**src/rtl/display_step_ctrl_if.sv**
```systemverilog
// display_step_ctrl_if: core debug values in, display and step pulse out
interface display_step_ctrl_if;
    logic [4:0]       sel;
    logic             half;
    logic [31:0]      current_pc;
    logic [7:0][31:0] s;
    logic [9:0][31:0] t;
    logic             cpu_step;
    logic [3:0]       an;
    logic [6:0]       seg;
    logic             dp;
    modport master (output sel, half, current_pc, s, t, input cpu_step, an, seg, dp);
    modport slave  (input sel, half, current_pc, s, t, output cpu_step, an, seg, dp);
endinterface

```
**src/rtl/display_step_ctrl.sv**
```systemverilog
// display_step_ctrl: hex view of a core debug register plus debounced single-step button
module display_step_ctrl #(
    parameter int REFRESH_DIV     = 100000,
    parameter int DEBOUNCE_CYCLES = 1000000
) (
    input logic                i_clk,
    input logic                i_rst_n,
    input logic                i_btn_step,
    display_step_ctrl_if.slave bus
);
    localparam int DW = $clog2(REFRESH_DIV);
    localparam int CW = $clog2(DEBOUNCE_CYCLES);
    localparam logic [DW-1:0] DMAX = DW'(REFRESH_DIV - 1);
    localparam logic [CW-1:0] CMAX = CW'(DEBOUNCE_CYCLES - 1);
    localparam logic [15:0][6:0] HEX = {
        7'b0001110, 7'b0000110, 7'b0100001, 7'b1000110,
        7'b0000011, 7'b0001000, 7'b0010000, 7'b0000000,
        7'b1111000, 7'b0000010, 7'b0010010, 7'b0011001,
        7'b0110000, 7'b0100100, 7'b1111001, 7'b1000000
    };
    typedef enum logic [1:0] {IDLE, WAIT_PRESS, PRESSED, WAIT_RELEASE} state_t;
    state_t        r_state, w_state_nxt;
    logic [CW-1:0] r_cnt, w_cnt_nxt;
    logic          w_step_nxt, r_step;
    logic [DW-1:0] r_div_cnt;
    logic [1:0]    r_dig;
    logic [15:0]   r_disp_val;
    logic          r_invalid;
    logic [3:0]    r_an;
    logic [6:0]    r_seg;
    logic          r_dp;
    logic [1:0]    r_sync;
    logic [1:0]    r_fill;
    logic          r_armed;
    logic          w_b;
    logic [2:0]    w_s_idx;
    logic [3:0]    w_t_idx;
    logic [31:0]   w_src;
    logic [3:0]    w_nib;
    logic [6:0]    w_seg;
    assign w_b     = r_sync[1];
    assign w_s_idx = 3'(bus.sel - 5'd1);
    assign w_t_idx = 4'(bus.sel - 5'd9);
    assign w_src   = (bus.sel == 5'd0) ? bus.current_pc :
                     (bus.sel <= 5'd8) ? bus.s[w_s_idx] :
                     (bus.sel <= 5'd18) ? bus.t[w_t_idx] : 32'd0;
    assign w_nib   = r_disp_val[{r_dig, 2'b00} +: 4];
    assign w_seg   = r_invalid ? 7'b0111111 : HEX[w_nib];
    assign bus.cpu_step = r_step;
    assign bus.an       = r_an;
    assign bus.seg      = r_seg;
    assign bus.dp       = r_dp;
    // capture the selected half-word and flag out-of-range selects
    always_ff @(posedge i_clk) begin
        if (!i_rst_n) begin
            r_disp_val <= '0;
            r_invalid  <= 1'b0;
        end else begin
            r_disp_val <= bus.half ? w_src[31:16] : w_src[15:0];
            r_invalid  <= bus.sel > 5'd18;
        end
    end
    // refresh divider; the lit digit advances on each wrap
    always_ff @(posedge i_clk) begin
        if (!i_rst_n) begin
            r_div_cnt <= '0;
            r_dig     <= '0;
        end else begin
            r_div_cnt <= (r_div_cnt == DMAX) ? '0 : r_div_cnt + 1'b1;
            r_dig     <= (r_div_cnt == DMAX) ? r_dig + 1'b1 : r_dig;
        end
    end
    // registered display drive; dp marks digit 0 while the high half is shown
    always_ff @(posedge i_clk) begin
        if (!i_rst_n) begin
            r_an  <= 4'b1111;
            r_seg <= 7'b1111111;
            r_dp  <= 1'b1;
        end else begin
            r_an  <= ~(4'b0001 << r_dig);
            r_seg <= w_seg;
            r_dp  <= !(r_dig == 2'd0 && bus.half);
        end
    end
    // synchronizer; a button still held across reset must be seen released before it can step
    always_ff @(posedge i_clk) begin
        if (!i_rst_n) begin
            r_sync  <= '0;
            r_fill  <= '0;
            r_armed <= 1'b0;
        end else begin
            r_sync  <= {r_sync[0], i_btn_step};
            r_fill  <= (r_fill == 2'd2) ? r_fill : r_fill + 1'b1;
            r_armed <= r_armed | (r_fill == 2'd2 && !w_b);
        end
    end
    // debounce state, counter and step pulse registers
    always_ff @(posedge i_clk) begin
        if (!i_rst_n) begin
            r_state <= IDLE;
            r_cnt   <= '0;
            r_step  <= 1'b0;
        end else begin
            r_state <= w_state_nxt;
            r_cnt   <= w_cnt_nxt;
            r_step  <= w_step_nxt;
        end
    end
    // debounce transitions; the counter saturates at its terminal value
    always_comb begin
        w_state_nxt = r_state;
        w_cnt_nxt   = r_cnt;
        w_step_nxt  = 1'b0;
        case (r_state)
            IDLE: begin
                if (w_b && r_armed) begin
                    w_state_nxt = WAIT_PRESS;
                    w_cnt_nxt   = '0;
                end
            end
            WAIT_PRESS: begin
                if (!w_b) begin
                    w_state_nxt = IDLE;
                end else if (r_cnt == CMAX) begin
                    w_state_nxt = PRESSED;
                    w_step_nxt  = 1'b1;
                end else begin
                    w_cnt_nxt = r_cnt + 1'b1;
                end
            end
            PRESSED: begin
                if (!w_b) begin
                    w_state_nxt = WAIT_RELEASE;
                    w_cnt_nxt   = '0;
                end
            end
            WAIT_RELEASE: begin
                if (w_b) begin
                    w_state_nxt = PRESSED;
                end else if (r_cnt == CMAX) begin
                    w_state_nxt = IDLE;
                end else begin
                    w_cnt_nxt = r_cnt + 1'b1;
                end
            end
            default: w_state_nxt = IDLE;
        endcase
    end
endmodule

```
**src/flat_wrapper.sv**
```systemverilog
// flat-port wrapper written by rule: the top's interface ports become plain ports
module display_step_ctrl_flat 
#(
    parameter int REFRESH_DIV     = 100000,
    parameter int DEBOUNCE_CYCLES = 1000000
)
  (i_clk, i_rst_n, i_btn_step, bus_sel, bus_half, bus_current_pc, bus_s, bus_t, bus_cpu_step, bus_an, bus_seg, bus_dp);
  display_step_ctrl_if bus_i ();
  input logic i_clk;
  input logic i_rst_n;
  input logic i_btn_step;
  input wire logic [$bits(bus_i.sel)-1:0] bus_sel;
  input wire logic [$bits(bus_i.half)-1:0] bus_half;
  input wire logic [$bits(bus_i.current_pc)-1:0] bus_current_pc;
  input wire logic [$bits(bus_i.s)-1:0] bus_s;
  input wire logic [$bits(bus_i.t)-1:0] bus_t;
  output wire logic [$bits(bus_i.cpu_step)-1:0] bus_cpu_step;
  output wire logic [$bits(bus_i.an)-1:0] bus_an;
  output wire logic [$bits(bus_i.seg)-1:0] bus_seg;
  output wire logic [$bits(bus_i.dp)-1:0] bus_dp;
  assign bus_i.sel = bus_sel;
  assign bus_i.half = bus_half;
  assign bus_i.current_pc = bus_current_pc;
  assign bus_i.s = bus_s;
  assign bus_i.t = bus_t;
  assign bus_cpu_step = bus_i.cpu_step;
  assign bus_an = bus_i.an;
  assign bus_seg = bus_i.seg;
  assign bus_dp = bus_i.dp;
  display_step_ctrl #(.REFRESH_DIV(REFRESH_DIV), .DEBOUNCE_CYCLES(DEBOUNCE_CYCLES)) u_core (.i_clk(i_clk), .i_rst_n(i_rst_n), .i_btn_step(i_btn_step), .bus(bus_i));
endmodule
```
**config.mk**
```make
export PLATFORM = sky130hd
export DESIGN_NAME = display_step_ctrl_flat
export DESIGN_NICKNAME = d
export VERILOG_FILES = /design/src/rtl/display_step_ctrl_if.sv /design/src/rtl/display_step_ctrl.sv /design/src/flat_wrapper.sv
export SDC_FILE = /design/constraint.sdc
export NUM_CORES = 1
export LEC_CHECK = 0
export ABC_AREA = 1
export ABC_CLOCK_PERIOD_IN_PS = 3300
export CORE_AREA = 2 2 243 245
export CTS_BUF_LIST = sky130_fd_sc_hd__clkbuf_16
export DETAILED_ROUTE_END_ITERATION = 8
export DIE_AREA = 0 0 245 247
export PLACE_DENSITY = 0.43
export SYNTH_ARGS = -nofsm -noshare
export SYNTH_HDL_FRONTEND = slang
export SYNTH_SLANG_ARGS = --single-unit
```
**constraint.sdc**
```tcl
create_clock -name i_clk -period 3.3 [get_ports i_clk]
set_input_delay 0.825 -clock i_clk [delete_from_list [all_inputs] [get_ports i_clk]]
set_output_delay 0.825 -clock i_clk [all_outputs]
set_load 0.05 [all_outputs]
```
==> metrics.md, run 1 <==
| Metric | Value |
|---|---|
| Detailed-route wire length per cell | about 22 microns |
| Via density | ~4.6 |
| Ys Warns | 0 |
| Worst setup EP type | flip-flop |
| Number of max-cap violations | 0 |
| Vias in the first global route | approximately 15000 |
| Leakage | 6.95 nW |
| Global placer's final weighted congestion | roughly 0.92 |
| Commonest non-fill, non-tap cell in the layout | clkdlybuf4s50_1 |
| CP Max Fanout | 62 |
| # clock sinks | 76 |
| Clk pwr share | 24.4% |
| DRT iter0 DRCs | just under 900 |
| Longest Clk Path Bufs | 2 |
| Placement Setup Slack | -0.143 ns |
| Post-Route WL | between 70 and 80 mm |
| Placed insts | roughly 3200 |
| Max-slew headroom | roughly 55% |
| H-tree levels | 3 |
| Mapped Avg Cell Area | between 5 and 6 sq um |
| First-pass GRT wire length | between 100 and 150 mm |
| Endpoints failing setup | 0 |
| Net switching power | around 1.6 mW |
| GRT overflow | 0 |
| Fin cells | 3242 |
| Sequential area share after synthesis | approximately 16% |
| Final setup TNS | 0 ns |
| Largest cells by area after synthesis | nand2_1 24%, nand3_1 23%, dfxtp_1 16% |
| DRC viols | 0 |
| Worst vdd ir | between 0.2 and 0.25 mV |
| Netlist Area Pre-Place | 9630 sq um |
| Hold Crit Class | reg2reg |
| Yosys cell types | 37 |
| Synth area leader | nand2_1 |
| Clock slew seen by the registers of the worst setup and hold paths | ~0.070 ns |
| Die width | 245 microns |
| Power per cell area | 250 nW/um^2 |
| Gate power share | 52.5% |
| Worst skew pair latency | 0.34 ns |
| CTS tree | done |
| Filler cells | between 6000 and 7000 |
| Post-layout minimum cycle time | just over 3 ns |
| Syn_nets | around 2500 |
| Hold-fix buffers, CTS | 0 |
| Total setup buffers inserted after CTS | 0 |
| Final HPWL DP | ~60 mm |
| Initial Utilization | 16.5% |
| Synth-to-layout area growth | 78.1% |
| Final period util | between 90 and 100% |
| Nets@finish | between 3000 and 4000 |
| Largest net degree at the start of global routing | 135 |
| Top-area cell type share of the netlist area | between 20% and 30% |
| Hold Fails Final Rpt | 0 |
| Delay-heaviest family, CP | buffers and inverters |
| Post-synthesis cell count | between 1500 and 2000 |
| Final worst setup slack | about 0.24 ns |
| Sequential Power Share | between 20 and 25% |
| Max Clock Skew | 0.0118 ns |
| IO buf count | approximately 630 |
| Crit-path max cell delay | 0.50 ns |
| Resize count post-CTS | 0 |
| Initial antenna violation count | 32 |
| TritonCTS Buffers | 9 |
| Worst EP required | 3.50 ns |
| CP max-delay cell | clkdlybuf4s50_1 |
| Layout cells sized above 1 | roughly 2.9% |
| Worst-margin pin slew | between 0.6 and 0.7 ns |
| # IOs | between 600 and 700 |
| Critical path arrival | roughly 3.3 ns |
| Cell Rows | a little under 90 |
| CP Class | in2reg |
| Sw frac | 38.1% |
| Drt first pass iters | 5 |
| CTS root buf | clkbuf_16 |
| Critical path cell sequence | clkdlybuf4s50_1 -> inv_1 -> ha_4 -> buf_12 -> buf_4 -> nor2_1 -> o21ai_0 -> nand3_1 -> nand3_1 -> nand3_1 -> nand3_1 -> a21oi_1 |
| CP dominant cell by count | nand3_1 |
| Tot GR Track Use | 23.0% |
| Unrepaired setup endpoints after global routing | false |
| CORE AREA | around 58000 sq um |
| Number of nets with antenna violations after detailed routing | 0 |
| Status | finished, final reports clean |
| Max Slew Vio Count | 0 |
| WP buf/inv | 4 |
| Die Y | roughly 250 microns |
| Vias | 14800 |
| Internal power component | 2.66 mW |
| Die area | 60500 sq um |
| Most frequent cells in the layout | 627 x clkdlybuf4s50_1, 617 x nand2_1, 444 x nand3_1, 289 x nor2_1, 116 x o21ai_0 |
| Total power | between 4 and 5 mW |
| FMAX | around 330 MHz |
| #FFs+latches synth | 76 |
| CP Launch Type | primary input |
logic make-up (layout without fill, tap and decap cells):
family	after synthesis	count (layout)	synth area share (%)
AO/OA/AOI/OAI	176	176	9.61
buffers and inverters	221	768	9.46
adder cells (fa/ha/maj)	16	16	2.08
AND/OR/NAND/NOR	1400	1400	61.6
flip-flops	76	76	15.8
XOR/XNOR	15	15	1.44
other	0	18	0
through the flow:
stage / hold slack, ns / util (%) / cell area (sq um)
floorplan: 0.390 / - / 9630
global placement: 0.396 / 28.8 / 16800
detailed placement: 0.412 / 28.8 / 16800
CTS: 0.428 / 29.4 / 17100
global route: 0.437 / 29.4 / 17100
finish: 0.423 / 29.4 / 17200
flip-flops by register name (all words and copies together) (netlist names), named ones only:
signal / flops
u_core.bus.an: 4
u_core.bus.cpu_step: 1
u_core.bus.dp: 1
u_core.bus.seg: 7
u_core.r_armed: 1
u_core.r_cnt: 20
u_core.r_dig: 2
u_core.r_disp_val: 16
u_core.r_div_cnt: 17
u_core.r_fill: 2
u_core.r_invalid: 1
u_core.r_state: 1
u_core.r_sync: 2
worst min-delay path, delay by kind of cell, from the launching register on:
kind | cells | cell delay [ns]
flip-flops | 1 | 0.31
AND/OR/NAND/NOR | 1 | 0.05
buffers and inverters | 1 | 0.04
routing by layer:
metal | routed length, microns | GRT usage (%) | part of all wire, % | up-vias
met5 | 145 | 0 | 0.20 | -
met1 | 29400 | 27.2 | 41 | 6793
met2 | 34400 | 39.3 | 48 | 555
li1 | - | - | - | 7329
met4 | 2130 | 7.62 | 2.9 | 22
met3 | 6100 | 6.85 | 8.5 | 84
area by class of cell:
cell class	instances	area, sq um	area share (%)
Multi-Input combinational cell	1607	7240	42.2
Timing Repair Buffer	666	6740	39.3
Sequential cell	76	1520	8.87
Tap cell	773	967	5.64
Inverter	86	333	1.94
Clock buffer	9	225	1.31
Clock inverter	7	87.6	0.511
Antenna cell	18	45.0	0.263
power groups by stage:
| stage | Combinational, mW | Sequential [mW] | Clock, mW |
|---|---|---|---|
| 3_5_place_dp | 2.27 | 1.01 | 0 |
| 3_3_place_gp | 2.26 | 1.01 | 0 |
| 2_1_floorplan | 0.907 | 1.04 | 0 |
| 4_1_cts | 2.28 | 0.993 | 1.09 |
| 6_report | 2.25 | 0.993 | 1.05 |
| 5_1_grt | 2.46 | 0.996 | 1.13 |
cell usage after synthesis:
cell type	n
nor4_1	3
xor2_2	1
inv_1	81
xor2_1	10
buf_1	20
buf_4	5
nand2_1	617
o21ai_1	2
and2_1	2
nand3_2	1
o21ai_0	116
a211oi_1	2
nand4_1	19
clkinv_1	2
nor2_4	1
nor3_1	14
a21oi_2	2
buf_2	44
nand3_1	445
a32oi_2	1
clkbuf_1	65
and3_1	2
nand2_2	2
a21oi_1	45
ha_1	16
o31ai_1	1
a21boi_0	1
dfxtp_1	76
a32oi_1	1
nand2_4	1
xnor2_1	4
o211ai_1	5
inv_2	3
buf_6	1
or2_2	1
nor2_1	289
nor3b_1	3
final timing paths:
path	startpoint	to	slack, ns	cells past startpoint
worst min register to register	u_core.r_sync[0]	u_core.r_sync[1]	0.42	2
worst max register to register	u_core.r_dig[1]	u_core.bus.seg[3]	1.03	7
worst min-delay path	u_core.r_sync[0]	u_core.r_sync[1]	0.42	2
worst max-delay path	bus_sel[1]	u_core.r_disp_val[0]	0.24	12
Power figures use the tool's default switching activity.
==> run 2: changes to the inputs <==
--- a/config.mk
+++ b/config.mk
@@ -7,11 +7,13 @@
 export LEC_CHECK = 0
 export ABC_AREA = 1
 export ABC_CLOCK_PERIOD_IN_PS = 3300
+export CELL_PAD_IN_SITES_DETAIL_PLACEMENT = 0
+export CELL_PAD_IN_SITES_GLOBAL_PLACEMENT = 1
 export CORE_AREA = 2 2 243 245
 export CTS_BUF_LIST = sky130_fd_sc_hd__clkbuf_16
 export DETAILED_ROUTE_END_ITERATION = 8
 export DIE_AREA = 0 0 245 247
-export PLACE_DENSITY = 0.43
+export PLACE_DENSITY = 0.65
 export SYNTH_ARGS = -nofsm -noshare
 export SYNTH_HDL_FRONTEND = slang
 export SYNTH_SLANG_ARGS = --single-unit
==> run 2 against run 1 <==
  * Clock power down 7%
  * Clock skew is 0.0031 ns lower
  * Maximum frequency rose by 5.7%
  * Via count is 0.18% higher
  * Die area did not move
  * Combinational power hardly changed
==> metrics.md, run 2 (same netlist as run 1, synthesis figures left out) <==
| Metric | Value |
|---|---|
| Final worst setup slack | ~0.40 ns |
| Worst skew pair latency | ~0.34 ns |
| Sequential Power Share | about a quarter |
| Clock slew seen by the registers of the worst setup and hold paths | approximately 0.060 ns |
| Top Registers | u_core.r_cnt x20, u_core.r_div_cnt x17, u_core.r_disp_val x16 |
| Number of nets with antenna violations after detailed routing | 0 |
| Internal power component | between 2 and 3 mW |
| Layout cells sized above 1 | between 2 and 3% |
| Worst Hold Path Cells | 2 |
| TritonCTS Buffers | 9 |
| Global placer's final weighted congestion | ~0.91 |
| Die Y | around 250 microns |
| Most frequent cells in the layout | 627 x clkdlybuf4s50_1, 617 x nand2_1, 444 x nand3_1, 289 x nor2_1, 116 x o21ai_0 |
| Worst reg2reg endpoint | u_core.bus.seg[0] |
| Via density | 4.58 |
| CTS root buf | clkbuf_16 |
| First-pass GRT wire length | about 99 mm |
| Max Clock Skew | between 0.008 and 0.009 ns |
| Vias in the first global route | approximately 15000 |
| Final HPWL DP | roughly 58 mm |
| Endpoints failing setup | 0 |
| Hold Path Sink | u_core.r_sync[1] |
| Die area | 60500 sq um |
| Filler cells | between 6000 and 7000 |
| Initial Utilization | between 10% and 20% |
| Area of the multi-input gates | about 7200 sq um |
| IO buf count | around 630 |
| Max Slew Vio Count | 0 |
| CP Launch Type | primary input |
| Nets@finish | roughly 3100 |
| Post-layout minimum cycle time | 2.90 ns |
| Worst-margin pin slew | 0.675 ns |
| Gate power share | ~53% |
| Hold-fix buffers, CTS | 0 |
| Reg area | around 1500 sq um |
| Sw frac | a little under two fifths |
| CTS tree | done |
| CORE AREA | slightly below 60000 sq um |
| Worst Min Path Start | u_core.r_sync[0] |
| Placement Setup Slack | roughly 0.0066 ns |
| Worst r2r src | u_core.r_dig[0] |
| Fin Hold WS | 0.415 ns |
| Crit-path max cell delay | 0.53 ns |
| CP Class | in2reg |
| Worst EP required | roughly 3.6 ns |
| H-tree levels | 3 |
| Synth-to-layout area growth | 77.8% |
| Commonest non-fill, non-tap cell in the layout | clkdlybuf4s50_1 |
| Number of max-cap violations | 0 |
| Drt first pass iters | 5 |
| Critical path arrival | roughly 3.2 ns |
| # IOs | 630 |
| Unrepaired setup endpoints after global routing | false |
| Critical path cell sequence | clkdlybuf4s50_1 -> inv_1 -> ha_4 -> inv_4 -> buf_4 -> nor2_1 -> o21ai_0 -> nand3_1 -> nand3_1 -> nand2_1 -> nand3_1 -> a21oi_1 |
| # clock sinks | 76 |
| Status | finished, final reports clean |
| Largest register FFs | 20 |
| Largest net degree at the start of global routing | roughly 120 |
| Hold Crit Class | reg2reg |
| Die width | 245 microns |
| CP Max Fanout | 33 |
| Cell Rows | 89 |
| DRT iter0 DRCs | roughly 910 |
| Clk pwr share | 23.1% |
| Vias | between 10000 and 15000 |
| Detailed-route wire length per cell | around 21 microns |
| Max-slew headroom | between 50 and 60% |
| Cells on worst reg2reg path | 10 |
| CP max-delay cell | clkdlybuf4s50_1 |
| Worst setup EP type | flip-flop |
| Final period util | slightly below 90% |
| FF-to-FF setup slack | ~0.95 ns |
| Total setup buffers inserted after CTS | 0 |
| DRC viols | 0 |
| GRT overflow | 0 |
| CP dominant cell by count | nand3_1 |
| Resize count post-CTS | 0 |
| Post-Route WL | 69.4 mm |
| Net switching power | between 1.5 and 2 mW |
| Leakage | 6.95 nW |
| Longest Clk Path Bufs | 2 |
| Initial antenna violation count | 15 |
| Largest reg by FF count | u_core.r_cnt |
| Worst vdd ir | roughly 0.22 mV |
| Hold Fails Final Rpt | 0 |
| Power per cell area | approximately 250 nW/um^2 |
| FMAX | between 300 and 400 MHz |
| Tot GR Track Use | between 20 and 25% |
-- run 2: how the worst max path moves through the flow --
stage,start,to,cells after the start
after CTS,bus_sel[1],u_core.r_disp_val[9],12
after global placement,bus_sel[1],u_core.r_disp_val[9],12
after floorplan,bus_sel[0],u_core.r_disp_val[0],17
final,bus_sel[1],u_core.r_disp_val[9],12
after detailed placement,bus_sel[1],u_core.r_disp_val[9],12
after global routing,bus_sel[1],u_core.r_disp_val[9],12
-- run 2: power by group through the flow --
stage | Clock, mW | Sequential (mW) | Combinational [mW]
floorplan | 0 | 1.04 | 0.907
global placement | 0 | 1.01 | 2.26
detailed placement | 0 | 1.01 | 2.26
CTS | 1.00 | 0.995 | 2.27
global route | 1.03 | 0.998 | 2.45
finish | 0.973 | 0.994 | 2.24
-- run 2: routing by layer --
metal	track usage (%)	part of all wire (%)	vias to the layer above
met4	4.84	1.9	4
met5	0	0.035	-
met2	41.4	51	510
met3	3.39	5.6	59
met1	26.6	41	6922
li1	-	-	7315
-- run 2: worst max-delay path: cells and delay by family --
kind / cells / cell delay, ns
adders and majority gates: 1 / 0.33
AOI/OAI and AO/OA: 2 / 0.31
and+or+nand+nor: 5 / 0.69
buffers and inverters: 4 / 0.97
-- run 2: stage by stage --
step / util, % / total power [mW] / setup TNS (ns) / cell area [sq um] / cells
after floorplan: - / 1.95 / 0 / 9630 / 1904
after global placement: 28.9 / 3.28 / -0.0195 / 16800 / 3213
after detailed placement: 28.9 / 3.27 / 0 / 16800 / 3213
after CTS: 29.4 / 4.26 / 0 / 17100 / 3229
after global routing: 29.4 / 4.48 / 0 / 17100 / 3231
final: 29.4 / 4.21 / 0 / 17100 / 3232
-- run 2: layout make-up --
cell class	instances	area share (%)
Timing Repair Buffer	671	39.6
Inverter	86	1.94
Tap cell	773	5.65
Clock inverter	7	0.351
Multi-Input combinational cell	1607	42.3
Antenna cell	3	0.0438
Sequential cell	76	8.89
Clock buffer	9	1.32
